File: config.mk
export PLATFORM = sky130hd
export DESIGN_NAME = router_src_fifo
export DESIGN_NICKNAME = d
export VERILOG_FILES = /design/src/rtl/router_fifo_pkg.sv /design/src/rtl/fifo_ram.sv /design/src/rtl/router_src_fifo.sv
export SDC_FILE = /design/constraint.sdc
export NUM_CORES = 1
export LEC_CHECK = 0
export CAP_MARGIN = 20
export CORE_MARGIN = 3
export CORE_UTILIZATION = 60
export CTS_BUF_LIST = sky130_fd_sc_hd__clkbuf_8 sky130_fd_sc_hd__clkbuf_16
export CTS_CLUSTER_SIZE = 30
export DETAILED_ROUTE_END_ITERATION = 12
export HOLD_SLACK_MARGIN = 0.15
export PLACE_DENSITY = 0.9
export SLEW_MARGIN = 20
export SYNTH_ARGS = -nofsm -noshare
export SYNTH_HDL_FRONTEND = slang
export SYNTH_SLANG_ARGS = --single-unit
File: constraint.sdc
create_clock -name clk -period 4.4 [get_ports clk]
set_input_delay 0.88 -clock clk [delete_from_list [all_inputs] [get_ports clk]]
set_output_delay 0.88 -clock clk [all_outputs]
set_load 0.02 [all_outputs]
File: src/rtl/router_fifo_pkg.sv
// Shared constants and destination-ID helpers for the router source FIFOs.
package router_fifo_pkg;
  localparam int DST_W     = 8;
  localparam int PKT_MAX_W = 256;
  localparam logic [DST_W-1:0] BROADCAST_ID = 8'hFF;

  // Destination ID lives in the top DST_W bits of a sz-bit packet.
  function automatic logic [DST_W-1:0] dst_of(input logic [PKT_MAX_W-1:0] pkt, input int sz);
    return DST_W'(pkt >> (sz - DST_W));
  endfunction

  function automatic logic dst_legal(input logic [DST_W-1:0] dst, input int n,
                                     input logic [DST_W-1:0] bc);
    return (int'({24'd0, dst}) < n) || (dst == bc);
  endfunction
endpackage

File: src/rtl/fifo_ram.sv
// Register-array storage: one synchronous write port, one asynchronous read port.
module fifo_ram #(
  parameter  int DEPTH = 16,
  parameter  int W     = 16,
  localparam int AW    = $clog2(DEPTH)
) (
  input  logic          clk,
  input  logic          we,
  input  logic [AW-1:0] waddr,
  input  logic [W-1:0]  wdata,
  input  logic [AW-1:0] raddr,
  output logic [W-1:0]  rdata
);
  logic [W-1:0] mem_q [DEPTH];

  always_ff @(posedge clk) begin
    if (we) mem_q[waddr] <= wdata;
  end

  assign rdata = mem_q[raddr];
endmodule

File: src/rtl/router_src_fifo.sv
// Per-terminal first-word-fall-through source FIFO feeding the router bus,
// with illegal-destination filtering and occupancy/overflow/drop statistics.
module router_src_fifo
  import router_fifo_pkg::*;
#(
  parameter  int         pckg_sz    = 16,
  parameter  int         fifo_depth = 16,
  parameter  int         num_ntrfs  = 4,
  parameter  logic [7:0] broadcast  = BROADCAST_ID,
  localparam int         AW         = $clog2(fifo_depth),
  localparam int         CW         = AW + 1
) (
  input  logic               clk,
  input  logic               reset,
  input  logic               push,
  input  logic [pckg_sz-1:0] data_in,
  output logic               full,
  output logic               pndng,
  output logic [pckg_sz-1:0] data_out,
  input  logic               popin,
  output logic [CW-1:0]      count,
  output logic               overflow,
  output logic               underflow,
  output logic [15:0]        drop_cnt
);
  logic [AW-1:0]      wr_ptr_q, rd_ptr_q;
  logic [CW-1:0]      count_q, count_d;
  logic [15:0]        drop_cnt_q, drop_cnt_d;
  logic               overflow_q, underflow_q;
  logic               legal, empty, do_wr, do_pop;
  logic [pckg_sz-1:0] rdata;

  assign legal  = dst_legal(dst_of(PKT_MAX_W'(data_in), pckg_sz), num_ntrfs, broadcast);
  assign empty  = (count_q == '0);
  assign full   = (count_q == CW'(fifo_depth));
  assign do_pop = popin && !empty;
  // When full, a concurrent pop frees the slot at the same edge.
  assign do_wr  = push && legal && (!full || popin);

  always_comb begin
    count_d = count_q;
    if (do_wr && !do_pop)      count_d = count_q + 1'b1;
    else if (!do_wr && do_pop) count_d = count_q - 1'b1;
    drop_cnt_d = drop_cnt_q;
    if (push && !legal && (drop_cnt_q != 16'hFFFF)) drop_cnt_d = drop_cnt_q + 1'b1;
  end

  always_ff @(posedge clk) begin
    if (reset) begin
      wr_ptr_q    <= '0;
      rd_ptr_q    <= '0;
      count_q     <= '0;
      drop_cnt_q  <= '0;
      overflow_q  <= 1'b0;
      underflow_q <= 1'b0;
    end else begin
      if (do_wr)  wr_ptr_q <= wr_ptr_q + 1'b1;
      if (do_pop) rd_ptr_q <= rd_ptr_q + 1'b1;
      count_q     <= count_d;
      drop_cnt_q  <= drop_cnt_d;
      overflow_q  <= overflow_q | (push && legal && full && !popin);
      underflow_q <= underflow_q | (popin && empty);
    end
  end

  fifo_ram #(.DEPTH(fifo_depth), .W(pckg_sz)) u_ram (
    .clk   (clk),
    .we    (do_wr && !reset),
    .waddr (wr_ptr_q),
    .wdata (data_in),
    .raddr (rd_ptr_q),
    .rdata (rdata)
  );

  assign pndng     = !empty;
  assign data_out  = empty ? '0 : rdata;
  assign count     = count_q;
  assign overflow  = overflow_q;
  assign underflow = underflow_q;
  assign drop_cnt  = drop_cnt_q;
endmodule

==> results.json <==
{
  "outcome": "completed",
  "synthCells": 618,
  "syn2layout_area_growth_pct": 17.8,
  "routedWlPerCell_microns": 26.8,
  "finalCritPeriodShare_pct": 90.4,
  "first_pass_iters": 5,
  "crit_arrival_ns": 3.10,
  "synthMuxAreaShare_pct": 16.1,
  "die_w_microns": 146,
  "vias": 6443,
  "utilization_pct": 72.8,
  "via_per_inst": 6.46,
  "dpl_worst_slack_ns": 0.277,
  "remaining_drc_errors": 0,
  "cp_data_required_time_ns": 3.52,
  "max_freq_mhz": 251,
  "place_area_sq_um": 12800,
  "synthAdderAreaFrac_pct": 1.24,
  "syn_nets": 649,
  "max_cap_violations": 0,
  "grt_max_degree": 65,
  "tightest_slew_ns": 0.935,
  "grt_pass1_vias": 6727,
  "cts_root_buf": "clkbuf_16",
  "crit_fanout": 10,
  "initial_core_util_pct": 61.8,
  "antenna_found_initial": 0,
  "synthSimpleGateAreaFrac_pct": 5.33,
  "grt_overflow": 0,
  "dieArea_sq_um": 21200,
  "maxSlewHeadroom_pct": 37.7,
  "io_pins": 61,
  "ys_async_sr_fraction_pct": 0,
  "port_buffers": 60,
  "slowest_delay_ns": 0.65,
  "critPathTopFamily": "buffers and inverters",
  "cts_htree_levels": 1,
  "powerDensity_nw_per_um2": 534,
  "hold_viol": 0,
  "hp-class": "reg -> reg",
  "slowest_stage": "o21ai_2",
  "core.rowCount": 50,
  "syn_area_per_cell_sq_um": 18.9,
  "final_common_cell": "edfxtp_1",
  "ys_seq_area_share_pct": 71.8,
  "dp_hpwl_mm": 15.4,
  "ant_nets": 0,
  "synth_compound_area_share_pct": 3.40,
  "gp_congestion": 0.867,
  "rsz0062_at_grt": "false",
  "syn_area_sq_um": 11700,
  "die_y_microns": 146,
  "core_area_sq_um": 18900,
  "grt_pass1_wl_mm": 40.8,
  "setup_tns_ns": 0,
  "finalInstanceArea_sq_um": 13800,
  "dp.cells": 945,
  "synth_top_family_by_area": "multiplexers",
  "synthXorXnorAreaFrac_pct": 0.375,
  "timing.hold.ws_ns": 0.487,
  "synth-seq-cells": 291,
  "clock_latency_ns": 0.53,
  "clockBufferDepth": 3,
  "irDropWorstVdd_v": 0.000487,
  "setup_viol": 0,
  "path_buf_inv": 2,
  "cts_setup_buffers": 0,
  "critPathKind": "reg -> out",
  "grt_usage_pct": 25.3,
  "cts_resized": 0,
  "fin_nets": 747,
  "synth_ff_type": "edfxtp_1",
  "reg2regPathDepth": 10,
  "synth-edff-count": 256,
  "num_antenna_cells": 0,
  "leakage_nw": 4.38,
  "cp-start-kind": "register",
  "stdcell_count": 997,
  "drv_slew": 0,
  "drt-total-wl_mm": 26.7,
  "yosys_warnings": 0,
  "cts_tree": "built",
  "cts-buffers-inserted": 29,
  "clock_skew_ns": 0.0106,
  "layout_common_cells": "256 x edfxtp_1, 64 x mux4_2, 60 x clkdlybuf4s50_1, 41 x buf_4, 37 x mux2i_1",
  "drtIter0Drc": 696,
  "path_cells": "or4_4, o21ai_2, buf_4, o22ai_1, clkdlybuf4s50_1",
  "cp-end-kind": "primary output",
  "synth.distinct_cells": 52,
  "cp.depth": 5,
  "drive_gt1_share_pct": 23.1,
  "holdPathStages": 2,
  "clk_pin_slew_worst_paths_ns": 0.06,
  "fin_crit_ns": 3.98,
  "power_mw": 7.34,
  "postLayoutSetupSlackWorst_ns": 0.423,
  "cts_hold_buf": 0,
  "cts_sinks": 291
}
[per-layer routing]
metal,vias to the layer above,share of wire [%],track usage (%)
li1,2736,-,-
met1,3264,38,34.1
met2,379,51,42.7
met3,64,8.1,4.30
met4,0,3.1,8.74
met5,-,0,0
[logic make-up (layout without fill, tap and decap cells)]
logic type      Yosys count  count (layout)
compound gates           60              60
xor+xnor                  5               5
fa+ha+maj                11              11
buf+inv                  43             162
flops                   291             291
mux                     107             107
simple gates            101             101
[path summary, 6_finish.rpt]
path	from	slack, ns	end
worst min-delay path	underflow$_SDFF_PP0_	0.49	underflow$_SDFF_PP0_
worst min register to register	underflow$_SDFF_PP0_	0.49	underflow$_SDFF_PP0_
worst max register to register	count[2]$_SDFFE_PP0P_	1.34	count[4]$_SDFFE_PP0P_
worst max-delay path	count[2]$_SDFFE_PP0P_	0.42	data_out[10]
[where the power goes]
group / internal, mW / switching, mW
Combinational: 0.818 / 0.889
Clock: 1.55 / 1.00
Sequential: 3.04 / 0.0466
[Yosys cell counts, types with 5 or more instances]
master / n / area share (%)
edfxtp_1: 256 / 66
mux4_2: 64 / 12
mux2i_1: 37 / 3.2
dfxtp_1: 35 / 6.0
nor2_1: 27 / 0.87
a21oi_1: 17 / 0.73
clkbuf_1: 17 / 0.55
o22ai_1: 17 / 0.91
and3_1: 14 / 0.75
o31ai_1: 12 / 0.77
buf_2: 11 / 0.47
or4_1: 11 / 0.71
ha_1: 10 / 1.1
inv_1: 8 / 0.26
nand3_1: 8 / 0.34
and2_1: 5 / 0.27
nand2_1: 5 / 0.16
nand4_1: 5 / 0.27
[sequential cells by signal, indices dropped and copies added, names as in the netlist, named ones only]
signal,flops
overflow,1
underflow,1
wr_ptr_q,4
count,5
u_ram.mem_q,256
drop_cnt,16
rd_ptr_q,4
[worst min-delay path, cell delays in order, from the launching register on]
cell and delay [ns]:
dfxtp_1 0.34, a21oi_1 0.04, nor2_1 0.07
[cell type report]
| cell class | count | area (sq um) |
|---|---|---|
| Inverter | 8 | 30.0 |
| Tap cell | 260 | 325 |
| Multi-Input combinational cell | 284 | 3090 |
| Clock inverter | 23 | 263 |
| Fill cell | 1117 | 5130 |
| Clock buffer | 29 | 726 |
| Sequential cell | 291 | 8390 |
| Timing Repair Buffer | 102 | 928 |
No activity file was read; power rests on OpenSTA's default activity.
